[src/rtl/gamma_amplitude_monitor_pkg.sv]
// ============================================================================
// Module : gamma_amplitude_monitor_pkg
// Brief  : Shared fixed-point constants, saturation helper and monitor FSM
//          state encoding.
// Rev    : 1.0 - initial release
// ============================================================================
`default_nettype none

package gamma_amplitude_monitor_pkg;

    localparam int FXP_WIDTH = 18;
    localparam int FXP_FRAC  = 14;

    // Largest positive value of a signed w-bit word, 2^(w-1)-1.
    function automatic logic [63:0] fxp_sat_max(input int w);
        return (64'd1 << (w - 1)) - 64'd1;
    endfunction

    typedef enum logic [1:0] {
        ST_IDLE    = 2'd0,
        ST_SETTLE  = 2'd1,
        ST_MEASURE = 2'd2,
        ST_REPORT  = 2'd3
    } mon_state_e;

endpackage

`default_nettype wire

[src/rtl/alpha_max_beta_min_amp.sv]
// ============================================================================
// Module : alpha_max_beta_min_amp
// Brief  : Combinational magnitude estimate max(|x|,|y|) + min(|x|,|y|)/2,
//          saturating at 2^(WIDTH-1)-1.
// Rev    : 1.0 - initial release
// ============================================================================
`default_nettype none

module alpha_max_beta_min_amp
    import gamma_amplitude_monitor_pkg::*;
#(
    parameter int WIDTH = FXP_WIDTH
) (
    input  logic signed [WIDTH-1:0] x_i,
    input  logic signed [WIDTH-1:0] y_i,
    output logic        [WIDTH-1:0] amp_o
);

    localparam logic [WIDTH-1:0]        SAT_MAX  = WIDTH'(fxp_sat_max(WIDTH));
    localparam logic signed [WIDTH-1:0] MOST_NEG = {1'b1, {(WIDTH-1){1'b0}}};

    logic signed [WIDTH-1:0] w_neg_x;
    logic signed [WIDTH-1:0] w_neg_y;
    logic        [WIDTH-1:0] w_abs_x;
    logic        [WIDTH-1:0] w_abs_y;
    logic        [WIDTH-1:0] w_hi;
    logic        [WIDTH-1:0] w_lo;
    logic        [WIDTH:0]   w_sum;

    assign w_neg_x = -x_i;
    assign w_neg_y = -y_i;

    always_comb begin
        // The most negative code has no positive twin; clamp it.
        if (x_i == MOST_NEG)      w_abs_x = SAT_MAX;
        else if (x_i[WIDTH-1])    w_abs_x = $unsigned(w_neg_x);
        else                      w_abs_x = $unsigned(x_i);

        if (y_i == MOST_NEG)      w_abs_y = SAT_MAX;
        else if (y_i[WIDTH-1])    w_abs_y = $unsigned(w_neg_y);
        else                      w_abs_y = $unsigned(y_i);

        if (w_abs_x >= w_abs_y) begin
            w_hi = w_abs_x;
            w_lo = w_abs_y;
        end else begin
            w_hi = w_abs_y;
            w_lo = w_abs_x;
        end

        w_sum = {1'b0, w_hi} + {1'b0, (w_lo >> 1)};
        amp_o = (w_sum > {1'b0, SAT_MAX}) ? SAT_MAX : w_sum[WIDTH-1:0];
    end

endmodule

`default_nettype wire

[src/rtl/gamma_amplitude_monitor.sv]
// ============================================================================
// Module : gamma_amplitude_monitor
// Brief  : Oscillation amplitude monitor: instantaneous amplitude, EMA
//          envelope, and windowed max / nonzero-min / rising zero crossings.
// Rev    : 1.0 - initial release
// ============================================================================
`default_nettype none

module gamma_amplitude_monitor
    import gamma_amplitude_monitor_pkg::*;
#(
    parameter int WIDTH     = FXP_WIDTH,
    parameter int FRAC      = FXP_FRAC,
    parameter int ENV_SHIFT = 4
) (
    input  logic                    clk,
    input  logic                    rst,
    input  logic                    clk_en,
    input  logic signed [WIDTH-1:0] sample_x,
    input  logic signed [WIDTH-1:0] sample_y,
    input  logic                    start,
    input  logic [15:0]             settle_len,
    input  logic [15:0]             window_len,
    output logic                    busy,
    output logic                    done,
    output logic [WIDTH-1:0]        amp_inst,
    output logic [WIDTH-1:0]        amp_env,
    output logic [WIDTH-1:0]        amp_max,
    output logic [WIDTH-1:0]        amp_min,
    output logic [15:0]             crossings
);

    localparam logic [WIDTH-1:0] SAT_MAX = WIDTH'(fxp_sat_max(WIDTH));

    if (FRAC >= WIDTH) begin : g_frac_check
        $error("FRAC must be smaller than WIDTH");
    end

    mon_state_e       state_q, state_d;
    logic [15:0]      settle_len_q, settle_len_d;
    logic [15:0]      window_len_q, window_len_d;
    logic [15:0]      cnt_q, cnt_d;
    logic [WIDTH-1:0] acc_max_q, acc_max_d;
    logic [WIDTH-1:0] acc_min_q, acc_min_d;
    logic [15:0]      acc_cross_q, acc_cross_d;
    logic [WIDTH-1:0] amp_max_q, amp_max_d;
    logic [WIDTH-1:0] amp_min_q, amp_min_d;
    logic [15:0]      crossings_q, crossings_d;
    logic [WIDTH-1:0] amp_inst_q;
    logic [WIDTH-1:0] amp_env_q;
    logic             prev_neg_q;

    logic [WIDTH-1:0]        w_amp;
    logic signed [WIDTH:0]   w_env_diff;
    logic signed [WIDTH:0]   w_env_sum;
    logic [WIDTH-1:0]        w_max_upd;
    logic [WIDTH-1:0]        w_min_upd;
    logic [15:0]             w_cross_upd;
    logic [15:0]             w_win_eff;
    logic [15:0]             w_cnt_inc;
    logic                    w_rise;

    alpha_max_beta_min_amp #(
        .WIDTH (WIDTH)
    ) u_amp (
        .x_i   (sample_x),
        .y_i   (sample_y),
        .amp_o (w_amp)
    );

    // Both operands are non-negative, so a zero MSB is their sign extension.
    assign w_env_diff = $signed({1'b0, w_amp}) - $signed({1'b0, amp_env_q});
    assign w_env_sum  = $signed({1'b0, amp_env_q}) + (w_env_diff >>> ENV_SHIFT);

    assign w_rise      = prev_neg_q & ~sample_x[WIDTH-1];
    assign w_max_upd   = (w_amp > acc_max_q) ? w_amp : acc_max_q;
    assign w_min_upd   = ((w_amp != '0) && (w_amp < acc_min_q)) ? w_amp : acc_min_q;
    assign w_cross_upd = (w_rise && (acc_cross_q != 16'hFFFF)) ? acc_cross_q + 16'd1
                                                                : acc_cross_q;
    assign w_win_eff   = (window_len_q == 16'd0) ? 16'd1 : window_len_q;
    assign w_cnt_inc   = cnt_q + 16'd1;

    always_comb begin
        state_d      = state_q;
        settle_len_d = settle_len_q;
        window_len_d = window_len_q;
        cnt_d        = cnt_q;
        acc_max_d    = acc_max_q;
        acc_min_d    = acc_min_q;
        acc_cross_d  = acc_cross_q;
        amp_max_d    = amp_max_q;
        amp_min_d    = amp_min_q;
        crossings_d  = crossings_q;
        busy         = (state_q != ST_IDLE);
        done         = (state_q == ST_REPORT);

        case (state_q)
            ST_IDLE: begin
                if (start) begin
                    settle_len_d = settle_len;
                    window_len_d = window_len;
                    cnt_d        = 16'd0;
                    if (settle_len == 16'd0) begin
                        state_d     = ST_MEASURE;
                        acc_max_d   = '0;
                        acc_min_d   = SAT_MAX;
                        acc_cross_d = 16'd0;
                    end else begin
                        state_d = ST_SETTLE;
                    end
                end
            end
            ST_SETTLE: begin
                if (clk_en) begin
                    if (w_cnt_inc == settle_len_q) begin
                        state_d     = ST_MEASURE;
                        cnt_d       = 16'd0;
                        acc_max_d   = '0;
                        acc_min_d   = SAT_MAX;
                        acc_cross_d = 16'd0;
                    end else begin
                        cnt_d = w_cnt_inc;
                    end
                end
            end
            ST_MEASURE: begin
                if (clk_en) begin
                    acc_max_d   = w_max_upd;
                    acc_min_d   = w_min_upd;
                    acc_cross_d = w_cross_upd;
                    if (w_cnt_inc == w_win_eff) begin
                        state_d     = ST_REPORT;
                        cnt_d       = 16'd0;
                        amp_max_d   = w_max_upd;
                        // A zero max means every amp was zero, so no min exists.
                        amp_min_d   = (w_max_upd == '0) ? '0 : w_min_upd;
                        crossings_d = w_cross_upd;
                    end else begin
                        cnt_d = w_cnt_inc;
                    end
                end
            end
            ST_REPORT: begin
                state_d = ST_IDLE;
            end
            default: begin
                state_d = ST_IDLE;
            end
        endcase
    end

    always_ff @(posedge clk) begin
        if (rst) begin
            state_q      <= ST_IDLE;
            settle_len_q <= 16'd0;
            window_len_q <= 16'd0;
            cnt_q        <= 16'd0;
            acc_max_q    <= '0;
            acc_min_q    <= '0;
            acc_cross_q  <= 16'd0;
            amp_max_q    <= '0;
            amp_min_q    <= '0;
            crossings_q  <= 16'd0;
            amp_inst_q   <= '0;
            amp_env_q    <= '0;
            prev_neg_q   <= 1'b0;
        end else begin
            state_q      <= state_d;
            settle_len_q <= settle_len_d;
            window_len_q <= window_len_d;
            cnt_q        <= cnt_d;
            acc_max_q    <= acc_max_d;
            acc_min_q    <= acc_min_d;
            acc_cross_q  <= acc_cross_d;
            amp_max_q    <= amp_max_d;
            amp_min_q    <= amp_min_d;
            crossings_q  <= crossings_d;
            if (clk_en) begin
                amp_inst_q <= w_amp;
                amp_env_q  <= w_env_sum[WIDTH-1:0];
                prev_neg_q <= sample_x[WIDTH-1];
            end
        end
    end

    assign amp_inst  = amp_inst_q;
    assign amp_env   = amp_env_q;
    assign amp_max   = amp_max_q;
    assign amp_min   = amp_min_q;
    assign crossings = crossings_q;

endmodule

`default_nettype wire

[config.mk]
export PLATFORM = sky130hd
export DESIGN_NAME = gamma_amplitude_monitor
export DESIGN_NICKNAME = d
export VERILOG_FILES = /design/src/rtl/gamma_amplitude_monitor_pkg.sv /design/src/rtl/alpha_max_beta_min_amp.sv /design/src/rtl/gamma_amplitude_monitor.sv
export SDC_FILE = /design/constraint.sdc
export NUM_CORES = 1
export LEC_CHECK = 0
export ABC_AREA = 1
export CAP_MARGIN = 20
export CORE_UTILIZATION = 40
export CTS_BUF_LIST = sky130_fd_sc_hd__clkbuf_8
export DETAILED_ROUTE_END_ITERATION = 12
export HOLD_SLACK_MARGIN = 0.1
export PLACE_DENSITY_LB_ADDON = 0.3
export SYNTH_ARGS = -nofsm -noshare
export SYNTH_HDL_FRONTEND = slang
export SYNTH_SLANG_ARGS = --single-unit
export TNS_END_PERCENT = 30
[constraint.sdc]
create_clock -name clk -period 11.8 [get_ports clk]
set_input_delay 1.77 -clock clk [delete_from_list [all_inputs] [get_ports clk]]
set_output_delay 1.77 -clock clk [all_outputs]
set_load 0.02 [all_outputs]
# [Yosys cells after proc, flatten, opt, wreduce, memory -nomap -nowiden]
# Index checks and enable logic that the tools add are counted.
# W data, S select, Z words.
[totals] ff_bits=191 in_bits=72 out_inout_bits=90 wordCells=97
[classes] addsub=7 magnitude_cmp=4 n_eq_ne=14 n_mux=43 bitwise=2 n_reduce_logical=14
[ops] cell="$mux W18" n=20
[ops] cell="$mux W16" n=12
[ops] cell="$pmux W18 S3" n=2
[ops] cell="$pmux W16 S3" n=2
[ops] cell="$eq A18 B18 Y1 const B" n=2
[ops] cell="$neg A18 Y18" n=2
[ops] cell="$add A16 B1 Y16 const B" n=2
[ops] cell="$eq A16 B16 Y1" n=2
[ops] cell="$logic_not A16 Y1" n=2
[ops] cell="$add A18 B17 Y19" n=1
[ops] cell="$gt A19 B17 Y1 const B" n=1
[ops] cell="$sub A18 B18 Y19" n=1
[ops] cell="$add A18 B15 Y18" n=1
[ops] cell="$ge A18 B18 Y1" n=1
[ops] cell="$gt A18 B18 Y1" n=1
[ops] cell="$logic_not A18 Y1" n=1
[ops] cell="$lt A18 B18 Y1" n=1
[ops] cell="$reduce_bool A18 Y1" n=1
[ops] cell="$ne A16 B16 Y1 const B" n=1
[ops] cell="$mux W2" n=6
[ops] cell="$ne A2 B2 Y1 const B" n=6
[ops] cell="$pmux W2 S4" n=1
[ops] cell="$reduce_and A6 Y1" n=1
[ops] cell="$reduce_and A5 Y1" n=1
[ops] cell="11 further kinds" n=13

# [Depth between registers and ports, before layout]
[logic_depth] ltp_word=13 mapped_depth=67 ltp_nobuf=66

# [Modules after synthesis]
# From an unflattened synthesis, not the netlist that was laid out.
[unflattened] hier_cells=2332 hier_area_um2=14422.6
[modules_own_cells] module="gamma_amplitude_monitor" instances=1 cells_each=1764 area_per_inst_um2=11501.0 seq_area_each_um2=3823.7
[modules_own_cells] module="alpha_max_beta_min_amp" instances=1 cells_each=568 area_per_inst_um2=2921.6 seq_area_each_um2=0.0

# [Worst setup path before layout]
# Ideal clock, no wire load.
[synth_path] path_kind="input -> register" from="input port sample_y[0]" to="register amp_env_q[16] (netlist: amp_env[16])" setup_time_ps=109 t_arrival_ps=9225 required_time_ps=11691 path_slack_ps=2466 cell_stages=60 n_path_buf=2 cell_sequence="inv_1 -> ha_1 -> nand2_1 -> nor2_1 -> nand3_1 -> nor2_1 -> inv_1 -> nor2_1 -> clkinv_1 -> o21ai_0 -> a21oi_1 -> ha_1 -> nand2_1 -> nor2_1 -> and2_1 -> nand3b_1 -> nand4_1 -> inv_1 -> (+24 left out) -> ha_1 -> a21oi_1 -> o21a_1 -> nand2_1 -> nand2_1 -> nand2_1 -> a21oi_1 -> o21ai_0 -> nand2_1 -> nand2_1 -> a21oi_1 -> nor2_1 -> o21ai_0 -> nand2_1 -> nand2_1 -> nand3_1 -> nand2_1 -> inv_1"
[synth_via] elab_chain_len=10 elab_cells_between_ends=12 cone_classes="add/sub: 4; order compare: 2; eq/ne: 1; mux: 5"
[synth_lines] element="start, declared" line_no="gamma_amplitude_monitor.sv:20" text="input logic signed [WIDTH-1:0] sample_y,"
[synth_lines] element="$neg A18 Y18" line_no="alpha_max_beta_min_amp.sv:31" text="assign w_neg_y = -y_i;"
[synth_lines] element="$mux W18" line_no="alpha_max_beta_min_amp.sv:40" text="else if (y_i[WIDTH-1]) w_abs_y = $unsigned(w_neg_y);"
[synth_lines] element="$mux W18 *" line_no="alpha_max_beta_min_amp.sv:39" text="if (y_i == MOST_NEG) w_abs_y = SAT_MAX;"
[synth_lines] element="$ge A18 B18 Y1" line_no="alpha_max_beta_min_amp.sv:43" text="if (w_abs_x >= w_abs_y) begin"
[synth_lines] element="$mux W18" line_no="alpha_max_beta_min_amp.sv:43"
[synth_lines] element="$add A18 B17 Y19 *" line_no="alpha_max_beta_min_amp.sv:51" text="w_sum = {1'b0, w_hi} + {1'b0, (w_lo >> 1)};"
[synth_lines] element="$gt A19 B17 Y1" line_no="alpha_max_beta_min_amp.sv:52" text="amp_o = (w_sum > {1'b0, SAT_MAX}) ? SAT_MAX : w_sum[WIDTH-1:0];"
[synth_lines] element="$mux W18 *" line_no="alpha_max_beta_min_amp.sv:52"
[synth_lines] element="named net u_amp.amp_o[6]" line_no="alpha_max_beta_min_amp.sv:16" text="output logic [WIDTH-1:0] amp_o"
[synth_lines] element="$sub A18 B18 Y19 *" line_no="gamma_amplitude_monitor.sv:72" text="assign w_env_diff = $signed({1'b0, w_amp}) - $signed({1'b0, amp_env_q});"
[synth_lines] element="$add A18 B15 Y18 *" line_no="gamma_amplitude_monitor.sv:73" text="assign w_env_sum = $signed({1'b0, amp_env_q}) + (w_env_diff >>> ENV_SHIFT);"
[synth_lines] element="end signal, assigned" line_no="gamma_amplitude_monitor.sv:180" text="amp_env_q <= w_env_sum[WIDTH-1:0];"
[synth_lines] element="end, declared" line_no="gamma_amplitude_monitor.sv:50" text="logic [WIDTH-1:0] amp_env_q;"
# The timed path passes the listed nets; every way through them passes the cells marked *.
# A chain may end at the register's enable or synchronous reset.

# [Worst setup path in the final report]
# Same ends and word-level chain as after synthesis.

==> metrics.csv <==
metric,value,unit
Synthesis Warnings,0,
Critical Path Max Stage Delay,0.44,ns
static leakage,7.41,nW
CP required,12.21,ns
RSZ-0062 raised after global routing,false,
residual DRC count,0,
largest family of logic cells by synthesized area,simple AND/OR/NAND/NOR gates,
worst vdd ir,0.132,mV
CP Capture Type,flip-flop,
P&R area growth vs syn,16.8,%
gate count of the mapped netlist,2197,
Core Region,34600,sq um
CTS root buf,clkbuf_8,
post-synthesis compound-gate area fraction,17.7,%
"Setup violations, final",0,
"commonest non-fill, non-tap cell in the layout",nand2_1,
Worst-Skew Late Latency,0.49,ns
Antenna Nets Post-Route,0,
"FF+latch count, synth",191,
Slew @ Worst Pin,0.904,ns
clk sinks,191,
status,"complete, no violations",
Die Ht,190,microns
Setup Crit Path Kind,input port to flip-flop,
PortBufs,161,
Synth Area in XOR/XNOR,6.06,%
Util after Layout,47.6,%
Pwr per Cell Area,238,nW/um^2
max_slew headroom,39.7,%
final net count,2501,
HPWL after DPL,32.9,mm
row count,68,
"Seq/Total Area, Yosys",27.1,%
adder-cell area share of the yosys netlist,10.2,%
"Remaining Overflow, GRT",0,
maximum fanout along the worst path,24,
mux share of post-synthesis cell area,0,%
most frequent cells in the layout,"495 x nand2_1, 273 x inv_1, 234 x a21oi_1",
Mean Syn Cell Area,6.43,sq um
Hold Crit Class,flip-flop to flip-flop,
"EDFF count, synth",0,
vias,14400,
Fill cells,3570,
global-route wire length before repair,68.2,mm
number of DRC markers in iteration 0,1149,
Routed WL,42.4,mm
top_reg_cell synth,dfxtp_1,
Max Clock Freq,0.0943,GHz
max cap viols,0,
GRT Total Usage,23.4,%
starting density of the core,40.8,%
Tmin final,10.60,ns
width of the die,190,microns
final worst-path cycle share,89.8,%
I/O Pins,162,
startpoint types,input port,
CTS HTree Levels,4,
Pre-antenna DRT Iters,6,
Post-CTS Setup Inserts,0,
unique cell type count in the Yosys netlist,52,
Num CTS Buffers,17,
Routed WL per cell,15.2,microns
Worst Clk Skew,0.0214,ns
"slowest stage cell, crit path",clkdlybuf4s50_1,
cell mode on critical path,nand2_1,
vias in the first global route,13300,
simple-gate share of the synthesized area,28.8,%
Fin Setup TNS,0,ns
clk slew on worst S/H paths,0.12,ns
Ant. Diodes,0,
worst hold margin,0.449,ns
share of cells above drive strength 1,3.91,%
Final Max Tran Viols,0,
initial antenna violation count,0,
Vias/cell,5.16,
GP Congestion,0.899,
TritonCTS clock tree,built,
Clock Path Buffers,2,
crit path DAT,11.01,ns
DIE AREA,36100,sq um
Post-synth ARST share,0,%
largest net degree at the start of global routing,81,
synthesized area,14100,sq um
Final Hold Viols,0,
==> layout make-up <==
| class | instances | area, sq um | area share [%] |
|---|---|---|---|
| clock inverters | 15 | 199 | 1.21 |
| well taps | 455 | 569 | 3.45 |
| repair buffers | 172 | 1720 | 10.4 |
| inverters | 284 | 1070 | 6.48 |
| flip-flops and latches | 191 | 3820 | 23.2 |
| multi-input cells | 1648 | 8880 | 53.8 |
| clock buffers | 17 | 234 | 1.42 |
| repair inverters | 1 | 7.51 | 0.0455 |
==> cell families (layout without fill, tap and decap cells) <==
family | after synthesis | in the layout
compound gates | 475 | 475
xor+xnor | 96 | 96
fa+ha+maj | 114 | 114
buf+inv | 360 | 489
flops | 191 | 191
other cells | 1 | 3
simple gates | 960 | 960
==> synth_stat cells, types with 3 or more instances <==
master,count,area share [%]
inv_1,275,7.3
xnor2_1,31,1.9
o211ai_1,11,0.58
dfxtp_1,191,27
o21a_1,10,0.53
nand2_1,495,13
nor4_1,9,0.40
nor2_2,5,0.22
buf_2,14,0.50
nand2_2,8,0.35
o21ai_2,3,0.19
nand3b_1,5,0.27
buf_4,9,0.48
clkbuf_1,46,1.2
buf_6,4,0.32
nand2_4,3,0.24
xor2_1,63,3.9
nor2_1,233,6.2
a21oi_1,234,8.3
or2_2,6,0.27
o21ai_1,17,0.60
buf_1,3,0.080
nand4_1,23,1.0
inv_2,7,0.19
nand3_1,134,4.7
o21ai_0,183,6.5
a21boi_0,3,0.16
o21bai_1,5,0.27
ha_1,112,9.9
nor3_1,24,0.85
==> state kept, by name, summed over array words and instances, names as in the netlist <==
register      cells
acc_max_q        18
amp_env          18
cnt_q            16
amp_inst         18
amp_min          18
amp_max          18
crossings        16
state_q           2
window_len_q     16
acc_min_q        18
settle_len_q     16
prev_neg_q        1
acc_cross_q      16
==> power by group <==
part | total, W | switching [W] | internal (W)
registers | 0.000782 | 0.0000614 | 0.000721
logic | 0.00268 | 0.00173 | 0.000954
clock network | 0.000464 | 0.000295 | 0.000169
total | 0.00393 | 0.00208 | 0.00184
==> critical path, delay by kind of cell <==
| family | cells | cell delay [ns] |
|---|---|---|
| simple gates | 31 | 3.68 |
| buf+inv | 8 | 1.48 |
| fa+ha+maj | 6 | 1.82 |
| compound gates | 12 | 2.01 |
| xor+xnor | 1 | 0.22 |
==> worst paths after layout <==
kind / from / end / slack (ns) / cells past startpoint
min: amp_inst[17] / amp_inst[17] / 0.45 / 2
max: sample_y[0] / amp_env[16] / 1.20 / 58
max reg2reg: cnt_q[0] / acc_min_q[5] / 7.83 / 16
min reg2reg: amp_inst[17] / amp_inst[17] / 0.45 / 2
==> timing repair <==
item                       in CTS  in global routing
setup endpoints to repair       0                 24
resized for setup               0                  4
hold buffers                    0                  0
==> stage by stage <==
step	cells	instance area (sq um)	power (W)	setup slack [ns]
floorplan	2199	14100	0.00272	2.47
global placement	2748	16000	0.00340	0.546
detailed placement	2749	16000	0.00342	0.297
CTS	2781	16500	0.00390	0.820
global route	2783	16500	0.00429	0.0631
finish	2783	16500	0.00393	1.20
==> metal layers <==
metal | track usage (%) | vias up | share of wire (%)
met4 | 7.10 | 0 | 2.3
met3 | 2.88 | 51 | 4.5
met1 | 32.8 | 6581 | 48
met2 | 37.3 | 352 | 45
li1 | - | 7385 | -
met5 | 0 | - | 0
No activity file was read; power rests on OpenSTA's default activity.
